**src/rtl/hamming_tx_serializer_if.sv**
```systemverilog
// Codeword handshake between the Hamming encoder (master) and the serializer (slave).
interface hamming_tx_serializer_if;
    logic [11:0] hc_in;
    logic        hc_valid;
    logic        hc_ready;

    modport master (
        output hc_in,
        output hc_valid,
        input  hc_ready
    );

    modport slave (
        input  hc_in,
        input  hc_valid,
        output hc_ready
    );
endinterface

```
**src/rtl/hamming_tx_serializer.sv**
```systemverilog
// Shifts one 12-bit Hamming codeword per handshake onto a UART-style line:
// start bit, 12 data bits LSB first, stop bit, each held CLKS_PER_BIT clocks.
module hamming_tx_serializer #(
    parameter int unsigned CLKS_PER_BIT = 16
) (
    input  logic                    clk,
    input  logic                    rst_n,
    hamming_tx_serializer_if.slave  hc,
    output logic                    tx,
    output logic                    busy,
    output logic                    done
);

    localparam int unsigned CntW = (CLKS_PER_BIT > 1) ? $clog2(CLKS_PER_BIT) : 1;
    localparam logic [CntW-1:0] BaudLast = CntW'(CLKS_PER_BIT - 1);

    typedef enum logic [1:0] {
        StIdle,
        StStart,
        StData,
        StStop
    } state_e;

    state_e          state_q, state_d;
    logic [CntW-1:0] baud_q, baud_d;
    logic [3:0]      bit_q, bit_d;
    logic [11:0]     shift_q, shift_d;
    logic            tx_q, tx_d;
    logic            done_q, done_d;
    logic            bit_end;

    assign bit_end = (baud_q == BaudLast);

    // tx_d is the line value for the state being entered, so tx stays a pure flop output.
    always_comb begin
        state_d = state_q;
        baud_d  = baud_q;
        bit_d   = bit_q;
        shift_d = shift_q;
        tx_d    = tx_q;
        done_d  = 1'b0;

        unique case (state_q)
            StIdle: begin
                tx_d = 1'b1;
                if (hc.hc_valid) begin
                    shift_d = hc.hc_in;
                    baud_d  = '0;
                    bit_d   = '0;
                    tx_d    = 1'b0;
                    state_d = StStart;
                end
            end
            StStart: begin
                if (bit_end) begin
                    baud_d  = '0;
                    bit_d   = '0;
                    tx_d    = shift_q[0];
                    state_d = StData;
                end else begin
                    baud_d = baud_q + CntW'(1);
                end
            end
            StData: begin
                if (bit_end) begin
                    baud_d  = '0;
                    shift_d = {1'b0, shift_q[11:1]};
                    if (bit_q == 4'd11) begin
                        tx_d    = 1'b1;
                        state_d = StStop;
                    end else begin
                        bit_d = bit_q + 4'd1;
                        tx_d  = shift_q[1];
                    end
                end else begin
                    baud_d = baud_q + CntW'(1);
                end
            end
            StStop: begin
                tx_d = 1'b1;
                if (bit_end) begin
                    baud_d  = '0;
                    done_d  = 1'b1;
                    state_d = StIdle;
                end else begin
                    baud_d = baud_q + CntW'(1);
                end
            end
            default: begin
                tx_d    = 1'b1;
                state_d = StIdle;
            end
        endcase
    end

    always_ff @(posedge clk or negedge rst_n) begin
        if (!rst_n) begin
            state_q <= StIdle;
            baud_q  <= '0;
            bit_q   <= '0;
            shift_q <= '0;
            tx_q    <= 1'b1;
            done_q  <= 1'b0;
        end else begin
            state_q <= state_d;
            baud_q  <= baud_d;
            bit_q   <= bit_d;
            shift_q <= shift_d;
            tx_q    <= tx_d;
            done_q  <= done_d;
        end
    end

    assign tx          = tx_q;
    assign done        = done_q;
    assign busy        = (state_q != StIdle);
    assign hc.hc_ready = (state_q == StIdle);

endmodule

```
**src/flat_wrapper.sv**
```systemverilog
// flat-port wrapper written by rule: the top's interface ports become plain ports
module hamming_tx_serializer_flat 
#(
    parameter int unsigned CLKS_PER_BIT = 16
)
  (clk, rst_n, tx, busy, done, hc_hc_in, hc_hc_valid, hc_hc_ready);
  hamming_tx_serializer_if hc_i ();
  input  logic clk;
  input  logic rst_n;
  output logic tx;
  output logic busy;
  output logic done;
  input wire logic [$bits(hc_i.hc_in)-1:0] hc_hc_in;
  input wire logic [$bits(hc_i.hc_valid)-1:0] hc_hc_valid;
  output wire logic [$bits(hc_i.hc_ready)-1:0] hc_hc_ready;
  assign hc_i.hc_in = hc_hc_in;
  assign hc_i.hc_valid = hc_hc_valid;
  assign hc_hc_ready = hc_i.hc_ready;
  hamming_tx_serializer #(.CLKS_PER_BIT(CLKS_PER_BIT)) u_core (.clk(clk), .rst_n(rst_n), .hc(hc_i), .tx(tx), .busy(busy), .done(done));
endmodule
```
**config.mk**
```make
export PLATFORM = sky130hd
export DESIGN_NAME = hamming_tx_serializer_flat
export DESIGN_NICKNAME = d
export VERILOG_FILES = /design/src/rtl/hamming_tx_serializer_if.sv /design/src/rtl/hamming_tx_serializer.sv /design/src/flat_wrapper.sv
export SDC_FILE = /design/constraint.sdc
export NUM_CORES = 1
export LEC_CHECK = 0
export ABC_CLOCK_PERIOD_IN_PS = 2050
export CORE_MARGIN = 3
export CORE_UTILIZATION = 53
export DETAILED_ROUTE_END_ITERATION = 16
export PLACE_DENSITY = 0.78
export RECOVER_POWER = 25
export SYNTH_ARGS = -nofsm -noshare
export SYNTH_HDL_FRONTEND = slang
export SYNTH_SLANG_ARGS = --single-unit
```
**constraint.sdc**
```tcl
create_clock -name clk -period 2.05 [get_ports clk]
set_input_delay 0.41 -clock clk [delete_from_list [all_inputs] [get_ports clk]]
set_output_delay 0.41 -clock clk [all_outputs]
set_load 0.03 [all_outputs]
```
==> metrics list <==
* Outcome: completed
* Largest incremental delay on the critical path: 0.66 ns
* Total die area: 3160 um2
- DRT antenna net count: 0
- Critical-path cell list: clkdlybuf4s50_1
* CP arrival: about 1.5 ns
* Leakage power total: approximately 0.76 nW
- After synthesis, the largest area contributor takes up between 40% and 50% of total cell area.
* Async S/R FF share, synth: 100%
* Final worst slack: 0.0997 ns
- Share of synthesized area spent on multiplexers: 11.4%
* Placed Instances: roughly 180
- Number of flops mapped to enable cells by yosys: 0
- The floorplan has 17 rows.
- A synthesized cell averages around 10 um2.
- Based on the critical path, the design can be clocked at up to 0.513 GHz.
* Largest buffer count on any clock path: 2
- Top post-synthesis cells by count: sky130_fd_sc_hd__dfrtp_1, sky130_fd_sc_hd__nor2_1, sky130_fd_sc_hd__mux2i_1, sky130_fd_sc_hd__o21ai_0
* Area fraction in compound gates after synthesis: between 10% and 20%
- Initial Utilization: between 50% and 60%
* Mapped Nets: between 150 and 200
- # IOs: 19
* Growth of design area from synthesis to finish: 20.0%
* Final count of pins violating max slew: 0
* Final routed wire length divided by cell count: about 14 um
- Across all layers, the routed design uses 979 vias.
- Crit. End Element: output port
- After the last flow step, the layout net total stands at 175.
- Critical path buffer and inverter count: 1
* Post-synthesis cell type with the largest combined area: sky130_fd_sc_hd__dfrtp_1
- After routing, the total negative slack on setup checks comes to 0 ns.
- The number of antenna violations at the first check in global routing came to 0.
- CTS built an H-tree with a depth of 1.
- Of all nets on the critical path, the largest fanout is 2.
* DRC violation count after routing: 0
- Proportion of layout cells with a drive suffix above 1: between 10% and 20%
- Entering global routing, the biggest net connects 25 pins.
- The number of hold buffers added after CTS was 0.
- By area, the combinational part of the netlist is dominated by compound AO/OA/AOI/OAI gates.
- sky130_fd_sc_hd__dfrtp_1 is the most common cell in the netlist.
- In the synthesized netlist the dominant register cell turns out to be sky130_fd_sc_hd__dfrtp_1.
- Die width: roughly 56 um
* Total detailed-routing wirelength: 2.51 mm
- In this design, the largest share of critical-path delay is due to buffers and inverters.
- In this run the power density over the cells is around 500 nW/um2.
* Largest cells by area after synthesis: sky130_fd_sc_hd__dfrtp_1, sky130_fd_sc_hd__mux2i_1, sky130_fd_sc_hd__ha_1
- Worst-case clock skew: a little under 0.006 ns
- Worst setup path category: reg -> out
* Non-filler instance count after layout: 179
* Number of input and output port buffers inserted: 18
* RSZ-0062 raised after global routing: false
* Die height: ~56 um
- Routed vias/inst: about 5.5
* Global Route Usage Sum: 18.2%
* Number of maximum-capacitance violations: 0
- After clock tree synthesis, the clock-pin slew on the worst setup and hold paths is approximately 0.13 ns.
* GR Util met2: 32.1%
- The count of final hold-check violations is 0.
* CTS tree: done
- The first global-routing pass estimated ~4.4 mm of wire.
* Synthesis warning total: 0
* Antenna diode count: 0
* Xor-xnor portion of the synthesized cell area: 0%
- Last weighted congestion value of the routability-driven placer: between 0.7 and 0.8
- Share of the yosys chip area belonging to registers: 45.0%
- Iteration count of the initial detailed-routing pass: 4
- Setup crit start kind: flop
* Maximum vdd drop: between 0.4 and 0.5 mV
- Tightest Hold Check Type: reg -> reg
- Shortest clock period the worst path allows after layout: 1.95 ns
* Clock net sink count: 24
* Starting DRC count in detailed routing: 24
- Worst Reg2Reg Path Length in Cells: 7
- The worst hold path was traced through 2 stages.
- Slew at the pin closest to its max-slew limit: 1.29 ns
- Post-synthesis register bit count: 24
- The final critical path takes up 95.1% of the cycle.
* Post-placement setup slack: around 0.033 ns
- Met1 usage: approximately a fifth
- Simple-gate portion of the synthesized area: between 10% and 20%
* Slew margin rel.: between 10 and 15%
- Setup violations remaining at the end of the flow were counted as 0.
- In this run the number of cells on the critical path is 1.
- Clock latency on the worst-skew pair: about 0.32 ns
- Grt peak-use layer: met2
- Via count of the first global-routing pass: a little under 1000
- Of the total synthesized cell area, the portion taken by full adders, half adders and majority gates is around 7.5%.
- Detailed placer's ending HPWL: roughly 1.9 mm
- Global routing consumed, on the met3 layer, around 4% of the routing resources.
- The floorplan step defined a core boundary enclosing about 2300 um2.
- Cell area after synthesis: roughly 1300 um2
* Post-synthesis cell count: 128
- Root cell of the clock tree: sky130_fd_sc_hd__clkbuf_4
* Cell with the largest stage delay on the worst path: sky130_fd_sc_hd__clkdlybuf4s50_1
* Required time at the endpoint of the critical path: 1.64 ns
* Core utilization of the finished layout: roughly 70%
* Post-cts gate resize count: 2
- Buffers inserted during clock tree synthesis total 3.
- The synthesized netlist contains 34 unique library cells.
* Remaining global-route overflow: 0
- Number of post-CTS setup repair buffers: 0
final timing paths:
path                                               start                            end  slack [ns]
setup / recovery                   u_core.tx$_DFFE_PN1N_                             tx         0.1
setup reg to reg           u_core.state_q[0]$_DFFE_PN0P_    u_core.bit_q[2]$_DFFE_PN0P_        0.15
min in group asynchronous                          rst_n  u_core.shift_q[5]$_DFFE_PN0P_        0.88
hold / removal             u_core.shift_q[2]$_DFFE_PN0P_  u_core.shift_q[2]$_DFFE_PN0P_        0.54
max in group asynchronous                          rst_n  u_core.state_q[0]$_DFFE_PN0P_        0.42
hold reg to reg            u_core.shift_q[2]$_DFFE_PN0P_  u_core.shift_q[2]$_DFFE_PN0P_        0.54
kinds of logic (layout without fill, tap and decap cells):
logic type	Yosys count	in the layout
mux	15	15
buf+inv	11	34
simple gates	38	38
fa+ha+maj	8	8
compound gates	32	32
flops	24	24
placed cells by master, fill, tap and decap left out, types with 2 or more instances in the layout:
cell type	n
sky130_fd_sc_hd__dfrtp_1	23
sky130_fd_sc_hd__nor2_1	18
sky130_fd_sc_hd__clkdlybuf4s50_1	15
sky130_fd_sc_hd__mux2i_1	13
sky130_fd_sc_hd__o21ai_0	10
sky130_fd_sc_hd__a21oi_2	8
sky130_fd_sc_hd__ha_1	8
sky130_fd_sc_hd__inv_1	6
sky130_fd_sc_hd__a21oi_1	6
sky130_fd_sc_hd__buf_4	4
sky130_fd_sc_hd__nand2_1	3
sky130_fd_sc_hd__clkbuf_4	3
sky130_fd_sc_hd__and2_1	2
sky130_fd_sc_hd__nand4_1	2
sky130_fd_sc_hd__nand3_1	2
sky130_fd_sc_hd__mux2_2	2
sky130_fd_sc_hd__nor4_1	2
sky130_fd_sc_hd__a22o_1	2
through the flow:
stage	area (um2)	hold slack, ns	power (mW)
global placement	1570	0.499	0.562
detailed placement	1570	0.510	0.565
CTS	1610	0.425	0.818
global route	1610	0.573	0.848
floorplan	1340	0.114	0.521
finish	1610	0.537	0.806
state kept, by name, indices dropped and copies added (netlist names):
| name | count |
|---|---|
| u_core.shift_q | 12 |
| u_core.baud_q | 4 |
| u_core.bit_q | 4 |
| u_core.state_q | 2 |
| u_core.done | 1 |
| u_core.tx | 1 |
report_power, final:
group          leakage [nW]  internal, mW  switching (mW)  total (mW)
logic                 0.452        0.0360          0.0255      0.0615
registers             0.288         0.485         0.00644       0.492
clock network        0.0210         0.109           0.145       0.253
total                 0.762         0.630           0.176       0.806
per-layer routing:
metal / up-vias / part of all wire [%]
li1: 494 / -
met1: 464 / 44
met2: 16 / 51
met3: 5 / 3.1
met4: 0 / 2.5
met5: - / 0
final cells by class:
class                           instances  area, um2
Sequential cell                        24        602
Timing Repair Buffer                   24        233
Clock buffer                            4       36.3
Tap cell                               28       35.0
Multi-Input combinational cell         93        677
Fill cell                             196        692
Inverter                                6       22.5
Power figures use the tool's default switching activity.
